==> config.mk <==
export PLATFORM = sky130hd
export DESIGN_NAME = frame_ram_arbiter
export DESIGN_NICKNAME = d
export VERILOG_FILES = /design/src/rtl/frame_ram_arbiter.sv
export SDC_FILE = /design/constraint.sdc
export NUM_CORES = 1
export LEC_CHECK = 0
export ABC_AREA = 1
export BUFFER_PORTS_ARGS = -buffer_cell sky130_fd_sc_hd__buf_2
export CORE_ASPECT_RATIO = 1.75
export CORE_MARGIN = 8
export CORE_UTILIZATION = 48
export CTS_BUF_LIST = sky130_fd_sc_hd__clkbuf_8 sky130_fd_sc_hd__clkbuf_16
export CTS_CLUSTER_DIAMETER = 150
export CTS_CLUSTER_SIZE = 14
export DETAILED_ROUTE_END_ITERATION = 8
export GPL_ROUTABILITY_DRIVEN = 0
export PLACE_DENSITY = 0.81
export SLEW_MARGIN = 20
export SYNTH_ARGS = -nofsm -noshare
export SYNTH_HDL_FRONTEND = slang
export SYNTH_SLANG_ARGS = --single-unit
export TNS_END_PERCENT = 50
==> constraint.sdc <==
create_clock -name clk -period 3.8 [get_ports clk]
set_input_delay 0.19 -clock clk [delete_from_list [all_inputs] [get_ports clk]]
set_output_delay 0.19 -clock clk [all_outputs]
set_load 0.01 [all_outputs]
==> src/rtl/frame_ram_arbiter.sv <==
// rtl/frame_ram_arbiter.sv - FIFO arbiter sharing one block-RAM port between capture writes and dump reads (optional FRAME_RAM_ARB_STATS_EN adds overflow_cnt)
module frame_ram_arbiter #(
  parameter int ADDR_W = 9,
  parameter int DATA_W = 32
) (
  input  logic              clk,
  input  logic              rst,
  input  logic              flush,
  input  logic              wr_valid,
  input  logic [DATA_W-1:0] wr_data,
  output logic              wr_ready,
  output logic              rd_valid,
  output logic [DATA_W-1:0] rd_data,
  input  logic              rd_ready,
  output logic [ADDR_W-1:0] ram_addr,
  output logic              ram_wr_ena,
  output logic [DATA_W-1:0] ram_wr_data,
  input  logic [DATA_W-1:0] ram_rd_data,
  output logic [ADDR_W:0]   level,
  output logic              full,
  output logic              empty
`ifdef FRAME_RAM_ARB_STATS_EN
  ,
  output logic [15:0]       overflow_cnt
`endif
);

  localparam logic [0:0] ST_ARB     = 1'b0;
  localparam logic [0:0] ST_RD_WAIT = 1'b1;
  localparam logic [ADDR_W:0] DEPTH = {1'b1, {ADDR_W{1'b0}}};

  logic [0:0]        state;
  logic [ADDR_W-1:0] wr_ptr;
  logic [ADDR_W-1:0] rd_ptr;
  logic [ADDR_W:0]   count;
  logic              rr_rd_next;
  logic              wr_elig;
  logic              rd_elig;
  logic              contest;
  logic              wr_gnt;
  logic              rd_gnt;

  assign level = count;
  assign full  = (count == DEPTH);
  assign empty = (count == '0);

  // Grants are suppressed while rst is high so the RAM port stays idle during reset.
  assign wr_elig  = !rst && wr_valid && !full && !flush;
  assign rd_elig  = !rst && (state == ST_ARB) && !empty && !rd_valid && !flush;
  assign contest  = wr_elig && rd_elig;
  assign wr_gnt   = wr_elig && (!rd_elig || !rr_rd_next);
  assign rd_gnt   = rd_elig && (!wr_elig || rr_rd_next);
  assign wr_ready = wr_gnt;

  // Drive the shared RAM port from whichever requester won this cycle.
  always_comb begin
    ram_addr    = '0;
    ram_wr_ena  = 1'b0;
    ram_wr_data = '0;
    if (wr_gnt) begin
      ram_addr    = wr_ptr;
      ram_wr_ena  = 1'b1;
      ram_wr_data = wr_data;
    end else if (rd_gnt) begin
      ram_addr = rd_ptr;
    end
  end

  // Pointer and occupancy bookkeeping; a grant is exclusive so count moves by one at most.
  always_ff @(posedge clk or posedge rst) begin
    if (rst) begin
      wr_ptr <= '0;
      rd_ptr <= '0;
      count  <= '0;
    end else if (flush) begin
      wr_ptr <= '0;
      rd_ptr <= '0;
      count  <= '0;
    end else if (wr_gnt) begin
      wr_ptr <= wr_ptr + 1'b1;
      count  <= count + 1'b1;
    end else if (rd_gnt) begin
      rd_ptr <= rd_ptr + 1'b1;
      count  <= count - 1'b1;
    end
  end

  // Round-robin turn only moves on contested cycles; flush never contests so it is left alone.
  always_ff @(posedge clk or posedge rst) begin
    if (rst) begin
      rr_rd_next <= 1'b0;
    end else if (contest) begin
      rr_rd_next <= wr_gnt;
    end
  end

  // Read pipeline: wait one cycle for the registered RAM output, then hold it until accepted.
  always_ff @(posedge clk or posedge rst) begin
    if (rst) begin
      state    <= ST_ARB;
      rd_valid <= 1'b0;
      rd_data  <= '0;
    end else if (flush) begin
      state    <= ST_ARB;
      rd_valid <= 1'b0;
    end else begin
      if (rd_valid && rd_ready) begin
        rd_valid <= 1'b0;
      end
      case (state)
        ST_ARB: begin
          if (rd_gnt) begin
            state <= ST_RD_WAIT;
          end
        end
        default: begin
          rd_data  <= ram_rd_data;
          rd_valid <= 1'b1;
          state    <= ST_ARB;
        end
      endcase
    end
  end

`ifdef FRAME_RAM_ARB_STATS_EN
  // Count cycles where the capture side was stalled by a full buffer, saturating.
  always_ff @(posedge clk or posedge rst) begin
    if (rst) begin
      overflow_cnt <= '0;
    end else if (flush) begin
      overflow_cnt <= '0;
    end else if (wr_valid && full && (overflow_cnt != 16'hFFFF)) begin
      overflow_cnt <= overflow_cnt + 16'd1;
    end
  end
`endif

endmodule

# Word-level counts from Yosys, hierarchy flattened
# Index checks and enable logic that the tools add are counted.
dict set report word_totals {
  reg_bits 63
  output_inout_bits 88
  elab_cells 61
}
dict set report classes {
  n_addsub 4
  eq_ne 2
  mux 18
  bitwise_logic 2
  reduce_logical 28
}
# cell n
set op_table {}
lappend op_table {{$mux W9} 7}
lappend op_table {{$mux W32} 1}
lappend op_table {{$mux W10} 3}
lappend op_table {{$add A9 B1 Y9 const B} 2}
lappend op_table {{$logic_and A1 B1 Y1} 11}
lappend op_table {{$add A10 B1 Y10 const B} 1}
lappend op_table {{$eq A10 B10 Y1 const B} 1}
lappend op_table {{$logic_not A10 Y1} 1}
lappend op_table {{$sub A10 B1 Y10 const B} 1}
lappend op_table {{$logic_not A1 Y1} 8}
lappend op_table {{$mux W1} 7}
lappend op_table {{$reduce_bool A3 Y1} 2}
lappend op_table {{$reduce_and A2 Y1} 2}
lappend op_table {{$reduce_bool A2 Y1} 2}
lappend op_table {{$logic_or A1 B1 Y1} 2}
lappend op_table {{$ne A2 B2 Y1 const B} 1}
lappend op_table {{$not A1 Y1} 2}

# Depth between registers and ports, before layout
# Gate-level depths: netlist of run 1.
dict set report depth {
  depth_word 10
  depth_mapped 18
  depth_no_buf 17
}

# Least setup slack after synthesis of run 1
# Ideal clock, no wire load.
dict set report synth_timing {
  kind {input to register}
  from {in rst}
  to {reg count[5], in the netlist level[5]}
  arrival_time_ns 3.749
  t_required_ns 3.683
  slack_ns -0.066
  cell_stages 14
  n_path_buf 1
  path_cell_list {inv_1 -> nand2_1 -> nor3_2 -> nand3_2 -> nand2_4 -> clkbuf_1 -> ha_1 -> a21oi_1 -> nand2_1 -> a21oi_1 -> xor2_1 -> inv_1 -> nand2_1 -> nand2_1}
}
dict set report synth_via {
  elab_chain_len 10
}
# item line
set synth_rtl {}
lappend synth_rtl {{start: declaration} 7} ;# input logic rst,
lappend synth_rtl {{$logic_not A1 Y1 (no source line) (*)} --}
lappend synth_rtl {{$logic_and A1 B1 Y1 (4 in series)} 49} ;# assign rd_elig = !rst && (state == ST_ARB) && !empty && !rd_valid && !flush;
lappend synth_rtl {{$logic_not A1 Y1} 51} ;# assign wr_gnt = wr_elig && (!rd_elig || !rr_rd_next);
lappend synth_rtl {{$logic_or A1 B1 Y1} 51}
lappend synth_rtl {{$logic_and A1 B1 Y1} 51}
lappend synth_rtl {{$mux W10} 79} ;# end else if (wr_gnt) begin
lappend synth_rtl {{$mux W10} 75} ;# end else if (flush) begin
lappend synth_rtl {{end signal: assignment} 81} ;# count <= count + 1'b1;
lappend synth_rtl {{end signal: assignment} 84} ;# count <= count - 1'b1;
lappend synth_rtl {{end: declaration} 35} ;# logic [ADDR_W:0] count;
# Mark *: on every way between the ends. The rest lies on a longest branch, timed or not.
# A chain may end at the register's enable or synchronous reset.

# Worst setup path after layout of run 1
dict set report layout_timing {
  from {in rst}
  to {reg count[9], in the netlist level[9]}
}
# The elaborated chain is that of the path after synthesis.

==> results of run 1 <==
[registers in the layout (all words and copies together), names as in the netlist]
| register | count |
|---|---|
| rd_data | 32 |
| level | 10 |
| rd_ptr | 9 |
| wr_ptr | 9 |
| rd_valid | 1 |
| rr_rd_next | 1 |
| state | 1 |
[worst max-delay path, stage by stage]
cell and delay (ns):
dlygate4sd3_1 0.54, buf_2 0.14, clkinvlp_4 0.25, nand3_1 0.15
a21oi_2 0.28, nand2_4 0.41, ha_1 0.54, nand2_1 0.10
nor2_1 0.15, inv_1 0.06, nor2_1 0.10, nand2_1 0.05
nand3_1 0.10, inv_1 0.04, nand3_1 0.07, nand3_1 0.07
nand2_1 0.08
[cells in the mapped netlist]
master / count
nand2_1: 80
inv_1: 76
dfrtp_1: 63
nor2_1: 48
mux2_2: 32
nand3_1: 30
o21ai_0: 16
a21oi_1: 13
ha_1: 10
o22ai_1: 9
nand4_1: 8
buf_2: 7
xor2_1: 6
o21ai_1: 4
nor4_1: 3
a21oi_2: 2
clkbuf_1: 2
inv_2: 2
nor3_1: 2
xnor2_1: 2
a31oi_1: 1
buf_1: 1
buf_4: 1
clkinv_2: 1
fa_1: 1
inv_4: 1
nand2_4: 1
nand3_2: 1
nor2_2: 1
nor3_2: 1
o21bai_1: 1
o31ai_1: 1
[repair_timing]
item | CTS | global route
hold endpoints to repair | 12 | 0
hold buffers | 1 | 0
buffers inserted | 0 | 0
[how the worst max path moves through the flow]
stage | slack (ns) | depth (start not counted) | endpoint
after floorplan | 0.53 | 13 | level[5]
after global placement | 1.05 | 14 | level[5]
after detailed placement | 0.92 | 16 | level[9]
after CTS | 0.71 | 14 | level[5]
after global routing | 0.38 | 14 | level[5]
final | 0.71 | 17 | level[9]
[stage by stage]
stage | setup WS [ns] | cell area [µm²]
after floorplan | 0.525 | 3520
after global placement | 1.05 | 4370
after detailed placement | 0.919 | 4370
after CTS | 0.708 | 4690
after global routing | 0.384 | 4690
final | 0.713 | 4690
[routing by layer]
metal	vias up	wire length, µm	global-route usage (%)	part of all wire, %
li1	1685	-	-	-
met1	1643	3520	19.4	34
met2	141	5820	37.2	56
met3	23	772	5.69	7.4
met4	0	324	10.6	3.1
met5	-	0	0	0
[placed cells by master, fill, tap and decap left out, drive strengths merged]
master and n:
inv 78, xor2 6, clkinvlp 2, nand3 31, nor3 3, nor4 3, o21ai 20, a21oi 15
o22ai 9, xnor2 2, o21bai 1, bufinv 1, dlygate4sd3 1, fa 1, o31ai 1, nor2 49
nand4 8, ha 10, a31oi 1, clkbuf 11, diode 1, clkinv 4, nand2 81, buf 158
mux2 32, dfrtp 63
[final cells by class]
cell class | count | area, µm²
Multi-Input combinational cell | 273 | 1580
Antenna cell | 1 | 2.50
Timing Repair Buffer | 159 | 806
Clock inverter | 5 | 56.3
Fill cell | 614 | 2490
Inverter | 80 | 308
Sequential cell | 63 | 1580
Clock buffer | 11 | 253
Tap cell | 86 | 108
[report_power, final]
group	switching, mW	leakage, nW	internal (mW)
registers	0.152	0.809	0.904
clock network	0.287	0.152	0.541
logic	0.832	1.72	0.605
total	1.27	2.68	2.05
[cells by family (layout without fill, tap and decap cells)]
group,after synthesis,count (layout),share of synthesized area [%]
AO/OA/AOI/OAI,47,47,7.40
XOR/XNOR,8,8,1.99
adder cells (fa/ha/maj),11,11,4.13
buffers and inverters,91,255,10.2
flip-flops,63,63,44.8
multiplexers,32,32,10.2
other,0,1,0
AND/OR/NAND/NOR,175,175,21.2
==> impl_metrics.tcl, run 1 <==
set metrics [dict create \
    wl_per_cell_um 15.4 \
    peakVddDrop_v 0.000460 \
    synth_area_per_cell_um2 8.24 \
    syn2layout_area_growth_pct 33.4 \
    drive_above_1_share_pct 36.7 \
    portBuffers 156 \
    routed_wl_um 10400 \
    cts_tree "done" \
    dr.pass1.iters 4 \
    crit_type "in -> reg" \
    p_leak_nw 2.68 \
    ff2ff_path_depth 17 \
    antenna_found_initial 0 \
    ctsHtreeMaxLevel 3 \
    clockRootBuffer "clkbuf_16" \
    cp.required_ns 4.06 \
    ioPinCount 157 \
    die_w_um 80.7 \
    crit_fanout 60 \
    clock_path_buffers 2 \
    worstSetupEndpointType "flip-flop" \
    hpwl_um 8050 \
    clock-sinks 63 \
    synthCells 427 \
    cts_resized 0 \
    synth_cell_types 32 \
    grt_use_total_pct 20.2 \
    synth_nets 507 \
    via_per_inst 5.15 \
    syn_area_um2 3520 \
    dr_total_vias 3492 \
    powerDensity_nw_per_um2 708 \
    initial_utilization_pct 49.0 \
    final_hold_viol_count 0 \
    rrSetupSlack_ns 0.92 \
    drv_cap 0 \
    ys_seq_area_share_pct 44.8 \
    ys_top_cells_by_area "dfrtp_1, mux2_2, nand2_1" \
    skew_ns 0.00531 \
    status "completed" \
    clkTransAtPathRegs_ns 0.05 \
    place_inst 660 \
    numCtsBuffers 9 \
    hold_start "rd_ready" \
    grt.overflow.total 0 \
    max_clock_freq_mhz 324 \
    fin_tns_setup_ns 0 \
    max_slew_margin_pct 56.6 \
    nets 666 \
    worstSetupStartpointType "primary input" \
    drt-initial-drc-count 235 \
    worst_slew_pin_slew_ns 0.652 \
    post-route-period-util_pct 81.2 \
    final_util_pct 65.3 \
    synth_top_area_cell "dfrtp_1" \
    crit_arrival_ns 3.35 \
    hold_ws_ns 0.0513 \
    rsz0062_at_grt "no" \
    post-route-min-period_ns 3.09 \
    hold_end "rd_valid" \
    hold_path.class "in -> reg" \
    rows 41 \
    total_power_mw 3.32 \
    dieArea_um2 10400 \
    antenna_left 0 \
    grt_pass1_vias 3510 \
    clk_latency_ns 0.33 \
    core_area_um2 7180 \
    synth_top_area_share_pct 44.8 \
    cp-startpoint "rst" \
    route.detailed.drc 0 \
    grt_pass1_wl_um 16600 \
    fin_cells 678 \
    ys_ff_latch 63 \
    drv_slew 0 \
    worstHoldPathCells 2 \
    die_y_um 129 \
    setup_violations 0 \
    r2r-start "level[6]" \
    r2r-end "level[9]" \
    grt_max_degree 61 \
    yosysWarnings 0 \
]
Power figures use the tool's default switching activity.
==> run 2: changes to the inputs <==
- clock period: 3.8 -> 3.05 ns (I/O delays scaled with it)
==> impl_metrics.tcl, run 2 (synthesis gave the netlist of run 1 again) <==
set metrics [dict create \
    grt_max_degree 49 \
    num-fill-cells 655 \
    cp.required_ns 3.27 \
    max_clock_freq_mhz 386 \
    mostFrequentLayoutCell "buf_2" \
    antenna_left 0 \
    rsz0062_at_grt "no" \
    clock_path_buffers 2 \
    drt-initial-drc-count 177 \
    antenna_found_initial 0 \
    final_hold_viol_count 0 \
    regMostFlops "rd_data" \
    p_leak_nw 2.69 \
    wl_per_cell_um 14.9 \
    status "completed" \
    layout_common_cells "buf_2, nand2_1, inv_1, dfrtp_1, nor2_1" \
    worstSetupEndpointType "flip-flop" \
    dieArea_um2 10400 \
    initial_utilization_pct 49.0 \
    clock-sinks 63 \
    grt_pass1_vias 3589 \
    ctsHtreeMaxLevel 3 \
    rows 41 \
    max_slew_margin_pct 60.4 \
    drive_above_1_share_pct 36.7 \
    power_frac_clock_pct 24.9 \
    powerDensity_nw_per_um2 872 \
    nets 668 \
    setup_violations 0 \
    pre_cts_slack_ns 0.490 \
    post-route-period-util_pct 85.0 \
    grt.overflow.total 0 \
    worst_slack_ns 0.458 \
    cts_resized 0 \
    crit_arrival_ns 2.81 \
    die_w_um 80.7 \
    core_area_um2 7180 \
    clk_latency_ns 0.33 \
    switching_share_pct 37.7 \
    skew_ns 0.00791 \
    p_int_mw 2.55 \
    peakVddDrop_v 0.000614 \
    worst_slew_pin_slew_ns 0.594 \
    numCtsBuffers 9 \
    p_seq_share_pct 32.1 \
    fin_tns_setup_ns 0 \
    total_power_mw 4.09 \
    ioPinCount 157 \
    switching_power_mw 1.54 \
    drv_slew 0 \
    crit_fanout 19 \
    syn2layout_area_growth_pct 33.5 \
    hold_path.class "in -> reg" \
    die_y_um 129 \
    grt_pass1_wl_um 16400 \
    crit_type "reg -> reg" \
    antenna_cells 0 \
    cts_tree "done" \
    worstSetupStartpointType "flip-flop" \
    route.detailed.drc 0 \
    dr_total_vias 3456 \
    grt_use_total_pct 19.9 \
    hpwl_um 7850 \
    p_comb_share_pct 43.0 \
    routed_wl_um 10100 \
    clockRootBuffer "clkbuf_16" \
    via_per_inst 5.10 \
    drv_cap 0 \
    dr.pass1.iters 5 \
    clkTransAtPathRegs_ns 0.05 \
    largest_reg_flops 32 \
    post-route-min-period_ns 2.59 \
    portBuffers 156 \
]
==> run 2: worst paths after layout <==
check | start | end | slack [ns] | depth (start not counted)
min in group asynchronous | rst | rd_ptr[7] | 0.45 | 4
worst min register to register | rd_data[17] | rd_data[17] | 0.50 | 1
max in group asynchronous | rst | rd_data[4] | 2.04 | 4
worst max-delay path | level[0] | level[5] | 0.46 | 14
worst min-delay path | rd_ready | rd_valid | 0.009 | 2
worst max register to register | level[0] | level[5] | 0.46 | 14
==> run 2: what timing repair did <==
item,4_1_cts,5_1_grt
hold endpoints to repair,15,0
setup buffers,0,0
hold buffers,1,0
==> run 2: area by class of cell <==
type	instances	area, µm²	share of cell area (%)
repair buffers	161	821	17.5
clock inverters	4	46.3	0.986
multi-input cells	273	1580	33.7
inverters	80	308	6.56
flip-flops and latches	63	1580	33.6
clock buffers	11	253	5.38
well taps	86	108	2.29
==> run 2: power by group through the flow <==
stage,Clock [mW],Sequential [mW],Combinational [mW]
after floorplan,0,1.44,1.03
after global placement,0,1.30,1.74
after detailed placement,0,1.32,1.76
after CTS,1.04,1.31,1.78
after global routing,1.08,1.35,1.97
final,1.02,1.31,1.76
==> run 2: stage by stage <==
step / std cells / hold slack, ns / utilization, % / area (µm²)
floorplan: 427 / 0.218 / - / 3520
global route: 678 / 0.0242 / 65.4 / 4690
detailed placement: 662 / 0.259 / 61.1 / 4390
finish: 678 / 0.00870 / 65.4 / 4690
CTS: 678 / 0.00430 / 65.4 / 4690
global placement: 662 / 0.252 / 61.1 / 4390
==> run 2: metal layers <==
layer | track usage, % | share of wire [%] | vias to the layer above
li1 | - | - | 1683
met3 | 6.17 | 9.6 | 21
met2 | 36.0 | 53 | 152
met1 | 19.7 | 34 | 1600
met5 | 0 | 0 | -
met4 | 9.21 | 2.6 | 0
==> run 2: worst max-delay path, cell delays in order (launching register included) <==
cell and delay (ns):
dfrtp_1 0.45, nor2_1 0.13, nand2_1 0.07, nor2_1 0.17, nand2_1 0.13, nand3_2 0.12, nand2_4 0.15, ha_1 0.42
a21oi_1 0.19, nand2_1 0.13, a21oi_1 0.18, xor2_1 0.17, inv_1 0.05, nand2_1 0.06, nand2_1 0.05
==> run 3: changes to the inputs <==
- ABC_AREA: 1 -> 0
- CORE_UTILIZATION: 48 -> 47
- PLACE_DENSITY: 0.81 -> 0.8
- clock period: 3.05 -> 2.4 ns (I/O delays scaled with it)
==> impl_metrics.tcl, run 3 <==
set metrics [dict create \
    synth_area_per_cell_um2 10.9 \
    post-route-min-period_ns 3.01 \
    max_clock_freq_mhz 333 \
    status "finished, violations left" \
    rsz0062_at_grt "yes" \
    worstHoldPathCells 2 \
    yosysWarnings 0 \
    grt.busiest_layer "met2" \
    worstSetupStartpointType "flip-flop" \
    grt.overflow.total 0 \
    crit_fanout 8 \
    rows 41 \
    grt_pass1_vias 3446 \
    p_leak_nw 2.56 \
    cts_hold_buffers 0 \
    wl_per_cell_um 17.7 \
    max_slew_margin_pct 56.0 \
    crit_arrival_ns 3.24 \
    drv_slew 0 \
    grt_pass1_wl_um 17100 \
    mostFrequentLayoutCell "buf_2" \
    ioPinCount 157 \
    async_flop_share_pct 100 \
    synth_nets 392 \
    max_stage_delay_ns 0.42 \
    syn2layout_area_growth_pct 48.1 \
    post-route-period-util_pct 125 \
    hpwl_um 8020 \
    cp_slowest_cell "dfrtp_2" \
    clk_latency_ns 0.32 \
    fin_cells 597 \
    die_y_um 129 \
    route.detailed.drc 0 \
    place_inst 577 \
    num-fill-cells 532 \
    dieArea_um2 10400 \
    synth_cell_types 41 \
    antenna_left 0 \
    layout_common_cells "buf_2, dfrtp_1, buf_4, nor2_1, and2_1" \
    cp.required_ns 2.63 \
    via_per_inst 5.22 \
    ff2ff_path_depth 12 \
    pre_cts_slack_ns -0.778 \
    powerDensity_nw_per_um2 1250 \
    synth_top_area_cell "dfrtp_1" \
    ctsHtreeMaxLevel 3 \
    worst_slew_pin_slew_ns 0.659 \
    antenna_found_initial 0 \
    syn_area_um2 3420 \
    routed_wl_um 10600 \
    synthCells 312 \
    final_hold_viol_count 0 \
    peakVddDrop_v 0.000773 \
    clock-sinks 63 \
    core_area_um2 7130 \
    grt_use_total_pct 21.0 \
    cts_tree "done" \
    setup_violations 49 \
    synth_edf_count 0 \
    initial_utilization_pct 47.9 \
    crit_chain "nor4_4 > and3_4 > mux2i_4 > clkinvlp_4 > buf_12 > fa_2 > a21o_1 > a21oi_2 > o21ai_2 > o31ai_2 > xor2_1 > a211oi_1" \
    nets 586 \
    ys_ff_latch 63 \
    worstSetupEndpointType "flip-flop" \
    hold_path.class "in -> reg" \
    dr.pass1.iters 4 \
    skew_ns 0.00372 \
    gr-usage-met3_pct 5.38 \
    ys.flop_type "dfrtp_1" \
    drv_cap 0 \
    drive_above_1_share_pct 55.0 \
    ys_top_cells_by_area "dfrtp_1, mux2_2, and2_1" \
    clock_path_buffers 2 \
    crit_type "reg -> reg" \
    grt_use_met2_pct 38.6 \
    fin_tns_setup_ns -5.07 \
    failed_checks "negative setup slack" \
    ys_seq_area_share_pct 46.2 \
    fin_area_um2 5060 \
    grt_max_degree 54 \
    antenna_cells 0 \
    regMostFlops "rd_data" \
    dr_total_vias 3116 \
    clkTransAtPathRegs_ns 0.05 \
    hold_ws_ns 0.0136 \
    drt-initial-drc-count 134 \
    die_w_um 80.4 \
    worst_slack_ns -0.606 \
    numCtsBuffers 9 \
    clockRootBuffer "clkbuf_16" \
    yosysMostFrequentCell "dfrtp_1" \
    use_met1_pct 21.0 \
    synth_top_area_share_pct 46.2 \
    largest_reg_flops 32 \
    ys_top_cells_by_count "dfrtp_1, nor2_1, and2_1" \
    dpl_cell_area_um2 4600 \
    portBuffers 156 \
]
==> run 3: cell types whose count changed in the layout (fill, tap and decap cells not counted), moves of 11 or more <==
cell,previous run,this run
nor2_1,48,36
inv_1,76,4
nand2_1,80,14
a21oi_1,13,2
nand3_1,30,7
buf_4,4,41
o21ai_0,16,1
and2_1,0,33
==> run 3: logic make-up (layout without fill, tap and decap cells) <==
group                      after synthesis  after routing  synth area share (%)
AOI/OAI and AO/OA                       33             33                  7.58
xor gates and xnor gates                25             25                  6.41
adders and majority gates               11             11                  4.25
buffers and inverters                   23            222                  3.55
DFF                                     63             63                  46.2
muxes                                   43             43                  14.2
and+or+nand+nor                        114            114                  17.9
==> run 3: path summary, 6_finish.rpt <==
| check | from | end | slack [ns] |
|---|---|---|---|
| setup / recovery | level[5] | level[8] | -0.61 |
| hold / removal | ram_rd_data[10] | rd_data[10] | 0.01 |
| setup reg to reg | level[5] | level[8] | -0.61 |
| hold reg to reg | rd_data[10] | rd_data[10] | 0.49 |
| max in group asynchronous | rst | level[1] | 1.76 |
| min in group asynchronous | rst | rr_rd_next | 0.04 |
==> run 3: cell type report <==
| class | instances | area (µm²) | share of cell area [%] |
|---|---|---|---|
| Inverter | 5 | 22.5 | 0.445 |
| Clock buffer | 10 | 239 | 4.72 |
| Multi-Input combinational cell | 226 | 1900 | 37.5 |
| Clock inverter | 6 | 61.3 | 1.21 |
| Timing Repair Buffer | 201 | 1150 | 22.8 |
| Tap cell | 86 | 108 | 2.13 |
| Sequential cell | 63 | 1580 | 31.2 |
==> run 3: report_power, final <==
group / total, mW / switching [mW] / internal [mW]
combinational: 3.41 / 1.65 / 1.76
sequential: 1.64 / 0.210 / 1.43
clock: 1.27 / 0.446 / 0.824
total: 6.32 / 2.31 / 4.01
==> run 3: worst max-delay path, delay by kind of cell, from the launching register on <==
kind / cells / cell delay, ns
AOI/OAI and AO/OA: 5 / 0.92
and+or+nand+nor: 2 / 0.55
DFF: 1 / 0.42
adders and majority gates: 1 / 0.34
buffers and inverters: 2 / 0.30
muxes: 1 / 0.26
xor gates and xnor gates: 1 / 0.11
==> run 3: per-layer routing <==
layer / up-vias / wire [µm]
li1: 1465 / -
met1: 1543 / 3640
met2: 84 / 6140
met3: 24 / 481
met4: 0 / 292
met5: - / 0
==> run 3: stage by stage <==
step                util (%)  total power [mW]
floorplan                  -              3.46
global placement        64.5              4.57
detailed placement      64.5              4.72
CTS                     70.6              6.28
global route            70.9              6.71
finish                  70.9              6.32
==> run 3: what timing repair did <==
action / CTS / global route
gates cloned: 0 / 0
setup endpoints to repair: 49 / 52
gates resized for setup: 15 / 4
setup buffers: 4 / 0
pin swaps: 18 / 7
